**config.mk**
```make
export PLATFORM = sky130hd
export DESIGN_NAME = id_ex_pipe_reg
export DESIGN_NICKNAME = d
export VERILOG_FILES = /design/src/rtl/id_ex_pipe_reg.sv
export SDC_FILE = /design/constraint.sdc
export NUM_CORES = 1
export LEC_CHECK = 0
export BUFFER_PORTS_ARGS = -buffer_cell sky130_fd_sc_hd__buf_4
export CAP_MARGIN = 20
export CORE_UTILIZATION = 54
export CTS_CLUSTER_SIZE = 25
export DETAILED_ROUTE_END_ITERATION = 12
export GPL_TIMING_DRIVEN = 0
export PLACE_DENSITY = 0.87
export SYNTH_ARGS = -nofsm -noshare
export SYNTH_HDL_FRONTEND = slang
export SYNTH_SLANG_ARGS = --single-unit
```
**constraint.sdc**
```tcl
create_clock -name clk -period 2.2 [get_ports clk]
set_input_delay 0.22 -clock clk [delete_from_list [all_inputs] [get_ports clk]]
set_output_delay 0.22 -clock clk [all_outputs]
set_load 0.005 [all_outputs]
```
**src/rtl/id_ex_pipe_reg.sv**
```systemverilog
// ID->EX pipeline register: two-slot elastic buffer (main + skid) with
// valid/ready handshakes on both sides and a synchronous flush.
// in_ready_o comes straight from a flop, so EX back-pressure never ripples
// combinationally into ID.
// Optional feature macro: IDEX_WB_FWD_EN adds the write-back bus and patches
// held or captured operands whose source register is being written back.
module id_ex_pipe_reg #(
    parameter int unsigned XLEN       = 32,
    parameter int unsigned ALUOP_W    = 8,
    parameter int unsigned ALUSEL_W   = 3,
    parameter int unsigned REG_ADDR_W = 5
) (
    input  logic                  clk,
    input  logic                  rst_n,
    input  logic                  flush_i,
    input  logic                  in_valid_i,
    output logic                  in_ready_o,
    input  logic [ALUOP_W-1:0]    aluop_i,
    input  logic [ALUSEL_W-1:0]   alusel_i,
    input  logic [REG_ADDR_W-1:0] r1_addr_i,
    input  logic [REG_ADDR_W-1:0] r2_addr_i,
    input  logic [XLEN-1:0]       r1_data_i,
    input  logic [XLEN-1:0]       r2_data_i,
    input  logic                  w_enable_i,
    input  logic [REG_ADDR_W-1:0] w_addr_i,
    output logic                  out_valid_o,
    input  logic                  out_ready_i,
    output logic [ALUOP_W-1:0]    aluop_o,
    output logic [ALUSEL_W-1:0]   alusel_o,
    output logic [XLEN-1:0]       r1_data_o,
    output logic [XLEN-1:0]       r2_data_o,
    output logic                  w_enable_o,
    output logic [REG_ADDR_W-1:0] w_addr_o,
`ifdef IDEX_WB_FWD_EN
    input  logic                  wb_we_i,
    input  logic [REG_ADDR_W-1:0] wb_addr_i,
    input  logic [XLEN-1:0]       wb_data_i,
`endif
    output logic [1:0]            occupancy_o
);

    typedef struct packed {
        logic [ALUOP_W-1:0]    aluop;
        logic [ALUSEL_W-1:0]   alusel;
`ifdef IDEX_WB_FWD_EN
        logic [REG_ADDR_W-1:0] r1_addr;
        logic [REG_ADDR_W-1:0] r2_addr;
`endif
        logic [XLEN-1:0]       r1_data;
        logic [XLEN-1:0]       r2_data;
        logic                  w_enable;
        logic [REG_ADDR_W-1:0] w_addr;
    } entry_t;

    entry_t main_q, main_d;
    entry_t skid_q, skid_d;
    logic   main_valid_q, main_valid_d;
    logic   skid_valid_q, skid_valid_d;
    entry_t in_entry;
    logic   in_fire;
    logic   out_fire;

`ifndef IDEX_WB_FWD_EN
    // Source indices only matter for forwarding.
    logic unused_addr;
    assign unused_addr = ^{r1_addr_i, r2_addr_i};
`endif

    // Apply a same-cycle write-back to an entry's operands (identity without forwarding).
    function automatic entry_t fwd(input entry_t e);
        entry_t r;
        r = e;
`ifdef IDEX_WB_FWD_EN
        if (wb_we_i && (wb_addr_i != '0) && (wb_addr_i == e.r1_addr)) r.r1_data = wb_data_i;
        if (wb_we_i && (wb_addr_i != '0) && (wb_addr_i == e.r2_addr)) r.r2_data = wb_data_i;
`endif
        return r;
    endfunction

    assign in_ready_o = ~skid_valid_q;
    assign in_fire    = in_valid_i & in_ready_o;
    assign out_fire   = main_valid_q & out_ready_i;

    // Pack the incoming ID fields into an entry.
    always_comb begin
        in_entry          = '0;
        in_entry.aluop    = aluop_i;
        in_entry.alusel   = alusel_i;
`ifdef IDEX_WB_FWD_EN
        in_entry.r1_addr  = r1_addr_i;
        in_entry.r2_addr  = r2_addr_i;
`endif
        in_entry.r1_data  = r1_data_i;
        in_entry.r2_data  = r2_data_i;
        in_entry.w_enable = w_enable_i;
        in_entry.w_addr   = w_addr_i;
    end

    // Next-state for both slots; flush overrides everything.
    always_comb begin
        main_d       = fwd(main_q);
        skid_d       = fwd(skid_q);
        main_valid_d = main_valid_q;
        skid_valid_d = skid_valid_q;
        if (flush_i) begin
            main_d       = '0;
            skid_d       = '0;
            main_valid_d = 1'b0;
            skid_valid_d = 1'b0;
        end else if (skid_valid_q) begin
            // FULL: in_ready_o is low, so only a dequeue can happen.
            if (out_fire) begin
                main_d       = fwd(skid_q);
                skid_d       = '0;
                skid_valid_d = 1'b0;
            end
        end else if (main_valid_q) begin
            if (in_fire && out_fire) begin
                main_d = fwd(in_entry);
            end else if (in_fire) begin
                skid_d       = fwd(in_entry);
                skid_valid_d = 1'b1;
            end else if (out_fire) begin
                main_d       = '0;
                main_valid_d = 1'b0;
            end
        end else if (in_fire) begin
            main_d       = fwd(in_entry);
            main_valid_d = 1'b1;
        end
    end

    // Slot state registers.
    always_ff @(posedge clk or negedge rst_n) begin
        if (!rst_n) begin
            main_q       <= '0;
            skid_q       <= '0;
            main_valid_q <= 1'b0;
            skid_valid_q <= 1'b0;
        end else begin
            main_q       <= main_d;
            skid_q       <= skid_d;
            main_valid_q <= main_valid_d;
            skid_valid_q <= skid_valid_d;
        end
    end

    // EX sees a NOP (all zero) whenever the main slot is empty.
    always_comb begin
        out_valid_o = main_valid_q;
        aluop_o     = main_valid_q ? main_q.aluop    : '0;
        alusel_o    = main_valid_q ? main_q.alusel   : '0;
        r1_data_o   = main_valid_q ? main_q.r1_data  : '0;
        r2_data_o   = main_valid_q ? main_q.r2_data  : '0;
        w_enable_o  = main_valid_q ? main_q.w_enable : 1'b0;
        w_addr_o    = main_valid_q ? main_q.w_addr   : '0;
        occupancy_o = {1'b0, main_valid_q} + {1'b0, skid_valid_q};
    end

endmodule

```
Yosys cells after proc, flatten, opt, wreduce, memory -nomap -nowiden
Cells that the tools add are included.

Register bits after elaboration: 164. Latch bits: 0. Memory bits (writable): 0. Memory bits (read-only): 0. Input bits: 96. Output and inout bits: 85. Memories: 0.

$add $sub $neg: 1. $mul: 0. Div/mod/pow operators: 0. Order comparisons: 0. Equal/unequal tests: 4. Shifts and indexed selects: 0. Multiplexer cells: 29. Bitwise logic cells: 3. Reduce and logical (&&, ||, !) cells: 7.

Operators with widths (number): 81-bit two-way mux (12); 32-bit two-way mux (2); 1-bit two-way mux (12); 8-bit two-way mux (1); 4-bit AND reduction (2); 4-bit nonzero test (2); 3-bit nonzero test (2); 5-bit two-way mux (1); 5-bit by 4-bit inequality test with 1-bit output (second input constant) (1); 3-bit two-way mux (1); 3-bit by 2-bit inequality test with 1-bit output (second input constant) (1); 3-bit inequality test (second input constant) (1); 1-bit by 1-bit adder with 2-bit output (1); 1-bit AND (2); 2-bit inequality test (second input constant) (1); 1-bit logical AND (1); 1-bit inverter (1).

Depth between registers and ports, before layout
Gate-level depths: netlist (run 1).

Depth in word-level cells: 7. Depth in mapped cells: 7.

Worst setup path after synthesis (run 1)
No wires, ideal clock.

Kind: flip-flop to flip-flop. Start: reg main_valid_q (netlist: out_valid_o). End: reg main_q[13] (netlist name). Arrival: 1512 ps. Data required time: 2075 ps. Slack: 563 ps. Stages on the path, launching flop included: 7. Path buffers: 3. Clock period less this slack: 1637 ps. Path through: dfrtp_1 > buf_4 > a21o_1 > or2_1 > buf_6 > buf_6 > mux2_4.

Cells in the longest elaborated chain, start to end: 6.

Ends and longest elaborated chain: from (decl) (RTL line 57) `logic main_valid_q, main_valid_d;`; from (signal assigned) (RTL line 143) `main_valid_q <= main_valid_d;`; 1-bit AND (RTL line 82) `assign out_fire = main_valid_q & out_ready_i;`; 1-bit logical AND (RTL line 118) `if (in_fire && out_fire) begin`; 81-bit two-way mux (RTL line 118); 81-bit two-way mux (RTL line 117) `end else if (main_valid_q) begin`; 81-bit two-way mux (RTL line 110) `end else if (skid_valid_q) begin`; 81-bit two-way mux (RTL line 105) `if (flush_i) begin`; to (signal assigned) (RTL line 141) `main_q <= main_d;`; to (decl) (RTL line 55) `entry_t main_q, main_d;`.

Several ways; a longest one is shown, not always the timed one. A chain may end at the register's enable or synchronous reset.

Worst setup path in the final report (run 1)
Start: reg main_valid_q (netlist: out_valid_o). End: out aluop_o[5].

Cells in the longest elaborated chain, start to end: 1.

Ends and longest elaborated chain: 8-bit two-way mux (RTL line 151) `aluop_o = main_valid_q ? main_q.aluop : '0;`; to (decl) (RTL line 28) `output logic [ALUOP_W-1:0] aluop_o,`.

Every way passes these cells.

==> results.toml, run 1 <==
[timing]
final.setup.tns_ps = 0
max_freq_mhz = 474
maxSlewHeadroom = 0.511
drv_slew = 0
worstMarginPinSlew_ps = 733
clock_skew_ps = 8.93
rsz0062_at_grt = "false"
finalHoldViolCount = 0
fin_crit_sh = 0.959
finalSetupViolCount = 0
fin_crit_ps = 2110
setup_slack_ps = 89.2

[global_route]
busiest_layer = "met2"
grt-ovfl-total = 0
grt_max_degree = 86
grt_pass1_wl_mm = 33.3
grt_pass1_vias = 6315
grtUsageMet3 = 0.0813
antenna_found_initial = 0
track_usage = 0.291
met1_usage = 0.378
grtUsageMet2 = 0.459

[synth]
synth_compound_area_frac = 0.230
synth_fp_nets = 705
synth_warnings = 0
synth_seq_cells = 164
synthAdderAreaFrac = 0.00160
ys.flop_type = "dfrtp_1"
syn_area_per_cell_um2 = 12.9
synth_cell_types = 30
synth_enable_flop_cells = 0
synth_mux_area_frac = 0.102
synth_xor_area_frac = 0
synth-simple-area-share = 0.0956
async_flop_share = 1.00
netlist_instances = 608
netlist_area_mm2 = 0.00784
synth_top_family_by_area = "compound AO/OA/AOI/OAI gates"
synth.yosys.seq_area_share = 0.524

[detailed_routing]
ant_nets = 0
via_per_inst = 6.33
wl_mm = 20.9
wl_per_cell_um = 21.1
vias = 6282
drc = 0
firstDrtPassIters = 5
drt_iter0_drc = 568

[clock_network]
numCtsBuffers = 17
cts-root-buf = "clkbuf_16"
clock-sinks = 164
cts.htree.levels = 4
path_clk_slew_ps = 60
cts_setup_buffers = 0
cts_tree = "built"
clock_latency_ps = 430
clockBufferDepth = 2

[power_and_ir_drop]
peakVddDrop_uv = 573
p_per_area_mw_per_mm2 = 748
cellLeakagePower_nw = 4.82

[placed_design]
dp_cells = 959
dpl_cell_area_mm2 = 0.00937
gp_congestion = 0.822
place_worst_setup_slack_ps = 56.0
dpl.hpwl_mm = 14.6
port-buffer-count = 170

[finish]
final_common_cell = "buf_4"
area_delta_synth_final_pct = 28.0
nNetsFinal = 896
drive_gt1_frac = 0.376
layout_common_cells = "170 x buf_4, 164 x dfrtp_1, 135 x a32o_1, 109 x and2_1, 50 x mux2_4"
final-seq-area_mm2 = 0.00410
n_fill_cell = 943
insertedDiodeCount = 0
fin_area_mm2 = 0.0100
multiInputGateArea_mm2 = 0.00336
finalNonFillerCells = 992

[critical_path]
critPathMaxFanout = 10
crit_arrival_ps = 1890
required_ps = 1980
cp-start-kind = "flip-flop"
crit_type = "flip-flop to output pin"
worst_setup_path_end_kind = "output pin"

[floorplanning]
die_w_um = 122
num_io_pins = 181
dieArea_mm2 = 0.0150
start_util = 0.558
rows = 43
core-area_mm2 = 0.0140
die_h_um = 122

[flow_run]
cap_viol_max_count = 0

[outcome]
status = "completed"

[hold_path]
holdCritPathClass = "primary input to flip-flop"
[per-layer routing]
layer	part of all wire	vias to the layer above
met4	0.022	0
met2	0.49	319
li1	-	2747
met1	0.41	3178
met3	0.080	38
met5	0	-
[stage by stage]
stage | util | total power, mW | hold WS, ps
6_report | 0.714 | 7.50 | 17.5
3_3_place_gp | 0.665 | 4.32 | 432
5_1_grt | 0.714 | 7.77 | 4.19
2_1_floorplan | - | 3.90 | -75.6
4_1_cts | 0.714 | 7.53 | 5.18
3_5_place_dp | 0.667 | 4.38 | 305
[area by class of cell]
class                           instances  share of cell area
Tap cell                              180              0.0225
Sequential cell                       164               0.409
Clock buffer                           23              0.0476
Inverter                                3             0.00112
Clock inverter                          9              0.0150
Timing Repair Buffer                  173               0.132
Multi-Input combinational cell        370               0.335
Buffer                                 70              0.0373
[power by group]
group	switching, mW	leakage [nW]	internal (mW)	total [mW]
clock	1.17	0.303	1.99	3.16
sequential	0.0986	2.23	3.19	3.29
combinational	0.519	2.29	0.537	1.06
[worst max-delay path: stages (launching register included)]
cell,delay (ps)
dfrtp_1,420
buf_4,190
clkbuf_4,260
clkbuf_2,270
and2_1,200
buf_4,120
[state kept, by name, indices dropped and copies added, names as in the netlist]
register      cells
skid_valid_q      1
main_q           81
skid_q           81
out_valid_o       1
[what timing repair did]
item	4_1_cts	5_1_grt
gates resized for setup	6	7
endpoints found under the hold margin	80	0
hold buffers	2	0
setup endpoints to repair	71	62
[path summary, 6_finish.rpt]
check / from / to / slack, ps / depth (start not counted)
worst max-delay path: out_valid_o / aluop_o[5] / 90 / 5
worst min-delay path: w_addr_i[0] / skid_q[0] / 20 / 2
worst max register to register: out_valid_o / main_q[7] / 170 / 5
worst min register to register: main_q[67] / main_q[67] / 480 / 1
max in group asynchronous: rst_n / skid_q[16] / 960 / 3
min in group asynchronous: rst_n / main_q[55] / 390 / 2
[kinds of logic after synthesis]
group,count (synthesis)
multiplexers,54
AND/OR/NAND/NOR,119
adder cells (fa/ha/maj),1
buffers and inverters,74
AO/OA/AOI/OAI,196
flip-flops,164
[synthesized netlist by cell type, types with 2 or more instances]
| master | instances | share of area |
|---|---|---|
| clkbuf_1 | 30 | 0.014 |
| and2_1 | 109 | 0.087 |
| o2bb2ai_1 | 27 | 0.030 |
| buf_1 | 4 | 0.0019 |
| mux2_4 | 50 | 0.096 |
| a21oi_1 | 2 | 0.0013 |
| buf_6 | 8 | 0.011 |
| inv_2 | 2 | 0.00096 |
| a31oi_1 | 27 | 0.022 |
| nor2_1 | 2 | 0.00096 |
| a32o_1 | 135 | 0.17 |
| buf_2 | 27 | 0.017 |
| mux2_2 | 4 | 0.0057 |
| dfrtp_1 | 164 | 0.52 |
| o21ai_1 | 2 | 0.0013 |
(Power assumes the default switching activity.)
==> inputs of run 2 (changes only) <==
--- a/config.mk
+++ b/config.mk
@@ -11,7 +11,7 @@
 export CTS_CLUSTER_SIZE = 25
 export DETAILED_ROUTE_END_ITERATION = 12
 export GPL_TIMING_DRIVEN = 0
-export PLACE_DENSITY = 0.87
+export PLACE_DENSITY_LB_ADDON = 0.2
 export SYNTH_ARGS = -nofsm -noshare
 export SYNTH_HDL_FRONTEND = slang
 export SYNTH_SLANG_ARGS = --single-unit
==> run 2 against run 1 <==
Via count increased by 0.37%. Highest routed layer unchanged. Clock power about the same. Final cell count decreased by 0.10%. Non-clock buffer count decreased by 1. Critical path depth unchanged. Critical endpoint is now r1_data_o[30]. Fmax decreased by 1.4%. Largest power group unchanged. Largest cell class unchanged. Critical path type unchanged. Total power about the same.
==> results.toml, run 2 (synthesized netlist as in run 1, its figures left out) <==
[flow_run]
cap_viol_max_count = 0

[detailed_routing]
via_per_inst = 6.36
ant_nets = 0
firstDrtPassIters = 6
wl_mm = 20.8
drt_iter0_drc = 539
drc = 0
wl_per_cell_um = 21.0
vias = 6305

[global_route]
grt_pass1_vias = 6247
met1_usage = 0.376
busiest_layer = "met2"
track_usage = 0.284
grt-ovfl-total = 0
grt_pass1_wl_mm = 32.5
grt_max_degree = 102
grtUsageMet3 = 0.0576
grtUsageMet2 = 0.465
antenna_found_initial = 0

[critical_path]
r2r-start = "skid_valid_q"
crit_arrival_ps = 1920
worst_setup_path_end_kind = "output pin"
cp-start-kind = "flip-flop"
reg2regPathDepth = 5
crit_path_max_incr_delay_ps = 390
critPathTopFamily = "buffers and inverters"
path_cells = "buf_4, buf_2, buf_2, and2_1, buf_4"
required_ps = 1980
rrSetupSlack_ps = 90
crit_type = "flip-flop to output pin"
critPathMaxFanout = 10
path_buf_inv = 4
slowest_stage = "dfrtp_1"
worst_r2r_endpoint = "skid_q[15]"

[hold_path]
min_from = "aluop_i[2]"
hold_path_end = "skid_q[75]"
min_path_cells = 2
holdCritPathClass = "primary input to flip-flop"

[finish]
fin_area_mm2 = 0.0100
n_fill_cell = 996
area_delta_synth_final_pct = 27.8
finalNonFillerCells = 991
layout_common_cells = "170 x buf_4, 164 x dfrtp_1, 135 x a32o_1, 109 x and2_1, 50 x mux2_4"
reg_top3 = "main_q: 81 flops, skid_q: 81 flops"
nNetsFinal = 895
final_common_cell = "buf_4"
insertedDiodeCount = 0
drive_gt1_frac = 0.375

[floorplanning]
core-area_mm2 = 0.0140
start_util = 0.558
rows = 43
dieArea_mm2 = 0.0150
die_w_um = 122
die_h_um = 122
num_io_pins = 181

[timing]
setup_slack_ps = 59.7
fin_crit_sh = 0.973
rsz0062_at_grt = "false"
drv_slew = 0
maxSlewHeadroom = 0.395
worstMarginPinSlew_ps = 902
final.setup.tns_ps = 0
fin_crit_ps = 2140
finalHoldViolCount = 0
finalSetupViolCount = 0
max_freq_mhz = 467
clock_skew_ps = 6.11

[clock_network]
cts_tree = "built"
clock-sinks = 164
numCtsBuffers = 17
clock_latency_ps = 430
cts-root-buf = "clkbuf_16"
clockBufferDepth = 2
path_clk_slew_ps = 60
cts.htree.levels = 4

[power_and_ir_drop]
cellLeakagePower_nw = 4.82
p_per_area_mw_per_mm2 = 749
peakVddDrop_uv = 583

[placed_design]
dpl.hpwl_mm = 14.1
dpl_cell_area_mm2 = 0.00937
port-buffer-count = 170
place_worst_setup_slack_ps = 104
dp_cells = 959
gp_congestion = 0.798

[outcome]
status = "completed"
==> run 2: changes by cell type in the layout (fill, tap and decap cells not counted) <==
| cell | previous run | this run |
|---|---|---|
| buf_8 | 0 | 1 |
| buf_6 | 9 | 8 |
| buf_2 | 27 | 29 |
| o21ai_2 | 1 | 0 |
| clkbuf_2 | 8 | 7 |
| dlygate4sd3_1 | 2 | 1 |
| o21ai_1 | 1 | 2 |
| clkbuf_4 | 1 | 0 |
==> run 2: report_power, final <==
part	leakage (nW)	switching [mW]	total [mW]	internal [mW]
Clock	0.303	1.18	3.16	1.98
Sequential	2.23	0.0968	3.29	3.19
Combinational	2.29	0.519	1.05	0.535
Total	4.82	1.79	7.50	5.71
==> run 2: cell type report <==
class / instances / area (µm²) / area share
Multi-Input combinational cell: 370 / 3360 / 0.335
Timing Repair Buffer: 172 / 1320 / 0.132
Clock buffer: 23 / 478 / 0.0477
Clock inverter: 9 / 150 / 0.0150
Inverter: 3 / 11.3 / 0.00112
Sequential cell: 164 / 4100 / 0.410
Buffer: 70 / 372 / 0.0371
Tap cell: 180 / 225 / 0.0225
==> run 2: what timing repair did <==
| action | in CTS | in global routing |
|---|---|---|
| hold buffers | 1 | 0 |
| resized for setup | 4 | 10 |
| setup endpoints to repair | 71 | 47 |
| buffers inserted | 0 | 0 |
| hold endpoints to repair | 63 | 0 |
==> run 2: stage by stage <==
| step | util | total power, mW | hold slack, ps |
|---|---|---|---|
| after floorplan | - | 3.90 | -75.6 |
| after global placement | 0.665 | 4.33 | 434 |
| after detailed placement | 0.668 | 4.38 | 193 |
| after CTS | 0.713 | 7.52 | 9.91 |
| after global routing | 0.713 | 7.75 | 15.1 |
| final | 0.713 | 7.50 | 18.6 |
==> run 2: routing by layer <==
| metal | up-vias | share of wire | wire length (µm) |
|---|---|---|---|
| met5 | - | 0 | 0 |
| met4 | 0 | 0.017 | 345 |
| met3 | 30 | 0.079 | 1650 |
| met2 | 290 | 0.49 | 10200 |
| met1 | 3241 | 0.41 | 8590 |
| li1 | 2744 | - | - |
==> run 2: worst max-delay path by stage <==
stage | startpoint | cells after the start | slack [ps] | to
final | out_valid_o | 5 | 60 | r1_data_o[30]
after global routing | out_valid_o | 5 | 2 | r1_data_o[30]
after CTS | out_valid_o | 5 | 20 | alusel_o[0]
after detailed placement | out_valid_o | 5 | 100 | r1_data_o[30]
after global placement | rst_n | 1 | 70 | main_q[34]
after floorplan | out_valid_o | 6 | 560 | main_q[13]
==> inputs of run 3 (changes only) <==
--- a/config.mk
+++ b/config.mk
@@ -5,7 +5,7 @@
 export SDC_FILE = /design/constraint.sdc
 export NUM_CORES = 1
 export LEC_CHECK = 0
-export BUFFER_PORTS_ARGS = -buffer_cell sky130_fd_sc_hd__buf_4
+export BUFFER_PORTS_ARGS = -buffer_cell sky130_fd_sc_hd__buf_2
 export CAP_MARGIN = 20
 export CORE_UTILIZATION = 54
 export CTS_CLUSTER_SIZE = 25
==> run 3 against run 2 <==
Via count down 1.1%. Non-clock buffer count unchanged. Sequential share of layout area rose by 2.2 points. Critical path depth did not move. Largest power group unchanged. Worst hold slack gained 10 ps. Clock skew shrank 1.2 ps.
==> results.toml, run 3 (synthesized netlist as in run 1, its figures left out) <==
[outcome]
status = "completed"

[power_and_ir_drop]
p_per_area_mw_per_mm2 = 742
clkPwrFrac = 0.395
pwr-share-seq = 0.465
cellLeakagePower_nw = 4.72
p_int_mw = 5.31
combPwrFrac = 0.139
power.switching_mw = 1.75
peakVddDrop_uv = 582
swShare = 0.248

[timing]
drv_slew = 0
clock_skew_ps = 4.91
setup_slack_ps = 77.1
finalHoldViolCount = 0
rsz0062_at_grt = "false"
finalSetupViolCount = 0
fin_crit_ps = 2120
worstMarginPinSlew_ps = 925
maxSlewHeadroom = 0.379
fin_crit_sh = 0.965
max_freq_mhz = 471

[detailed_routing]
via_per_inst = 6.30
drc = 0
wl_per_cell_um = 21.0
wl_mm = 20.7
ant_nets = 0
drt_iter0_drc = 486
firstDrtPassIters = 6
vias = 6235

[clock_network]
numCtsBuffers = 17
clockBufferDepth = 2
clock_latency_ps = 420
path_clk_slew_ps = 60
cts.htree.levels = 4
cts_setup_buffers = 0
cts_tree = "built"
cts-root-buf = "clkbuf_16"
clock-sinks = 164

[placed_design]
gp_congestion = 0.804
dpl.hpwl_mm = 14.0
port-buffer-count = 170
dpl_cell_area_mm2 = 0.00895
place_worst_setup_slack_ps = 66.0

[floorplanning]
rows = 43
die_h_um = 122
core-area_mm2 = 0.0140
dieArea_mm2 = 0.0150
num_io_pins = 181
die_w_um = 122
start_util = 0.558

[critical_path]
critPathMaxFanout = 10
crit_type = "flip-flop to flip-flop"
crit_arrival_ps = 2470
cp-start-kind = "flip-flop"
required_ps = 2550
rrSetupSlack_ps = 80
worst_setup_path_end_kind = "flip-flop"

[finish]
insertedDiodeCount = 0
reg_top3 = "main_q: 81 flops, skid_q: 81 flops"
area_delta_synth_final_pct = 21.4
nNetsFinal = 895
fin_area_mm2 = 0.00952
drive_gt1_frac = 0.372
final_common_cell = "buf_2"
layout_common_cells = "196 x buf_2, 164 x dfrtp_1, 135 x a32o_1, 109 x and2_1, 50 x mux2_4"

[hold_path]
holdCritPathClass = "primary input to flip-flop"

[global_route]
grt_max_degree = 102
track_usage = 0.285
grt-ovfl-total = 0
grt_pass1_vias = 6257
grt_pass1_wl_mm = 32.4
antenna_found_initial = 1

[flow_run]
cap_viol_max_count = 0
[run 3: changes by cell type in the layout (fill, tap and decap cells not counted)]
cell        previous run  this run
buf_2                 29       196
clkbuf_2               7         8
buf_4                170         1
clkbuf_1              24        25
clkinvlp_4             2         0
clkbuf_4               0         1
clkbuf_8               3         4
clkinv_2               3         4
bufinv_16              4         1
[run 3: metal layers]
| layer | routed length [µm] | track usage |
|---|---|---|
| met1 | 8690 | 0.358 |
| met2 | 10300 | 0.473 |
| met3 | 1440 | 0.0822 |
| met4 | 315 | 0.0915 |
| met5 | 16 | 0 |
[run 3: path summary, 6_finish.rpt]
path	start	end	cells past startpoint
worst min register to register	main_q[66]	main_q[66]	1
worst max register to register	skid_valid_q	skid_q[66]	5
min in group asynchronous	rst_n	skid_q[2]	2
worst min-delay path	r1_data_i[17]	skid_q[55]	2
worst max-delay path	skid_valid_q	skid_q[66]	5
max in group asynchronous	rst_n	main_q[44]	3
[run 3: final cells by class]
type | count | area [µm²]
plain buffers | 70 | 374
clock buffers | 25 | 495
clock inverters | 5 | 50.0
fillers | 1045 | 4530
inverters | 3 | 11.3
multi-input cells | 370 | 3360
flip-flops and latches | 164 | 4100
well taps | 180 | 225
repair buffers | 172 | 898
[run 3: power groups by stage]
stage	clock [mW]	combinational (mW)	sequential, mW
after CTS	2.82	0.981	3.28
after global routing	2.94	1.06	3.30
after global placement	0	0.934	3.32
final	2.79	0.982	3.29
after floorplan	0	0.596	3.30
after detailed placement	0	0.971	3.33
[run 3: repair_timing]
action                                  4_1_cts  5_1_grt
resized for setup                             3       12
endpoints found under the hold margin        63        0
pin swaps                                     0        0
hold buffers                                  1        0
endpoints found under the setup margin       71       60
[run 3: stage by stage]
step | std cells | total power, mW | utilization | setup TNS [ps] | hold WS (ps)
floorplan | 608 | 3.90 | - | 0 | -75.6
global placement | 958 | 4.26 | 0.635 | -244000 | 453
detailed placement | 959 | 4.30 | 0.637 | 0 | 191
CTS | 989 | 7.09 | 0.677 | 0 | 14.1
global route | 989 | 7.31 | 0.678 | 0 | 23.9
finish | 989 | 7.06 | 0.678 | 0 | 29.0
[run 3: worst max-delay path, cell delays in order (launching register included)]
cell and delay [ps]:
dfrtp_1 400, buf_2 190, and2_1 150, o21ai_1 710, buf_2 370, a32o_1 220
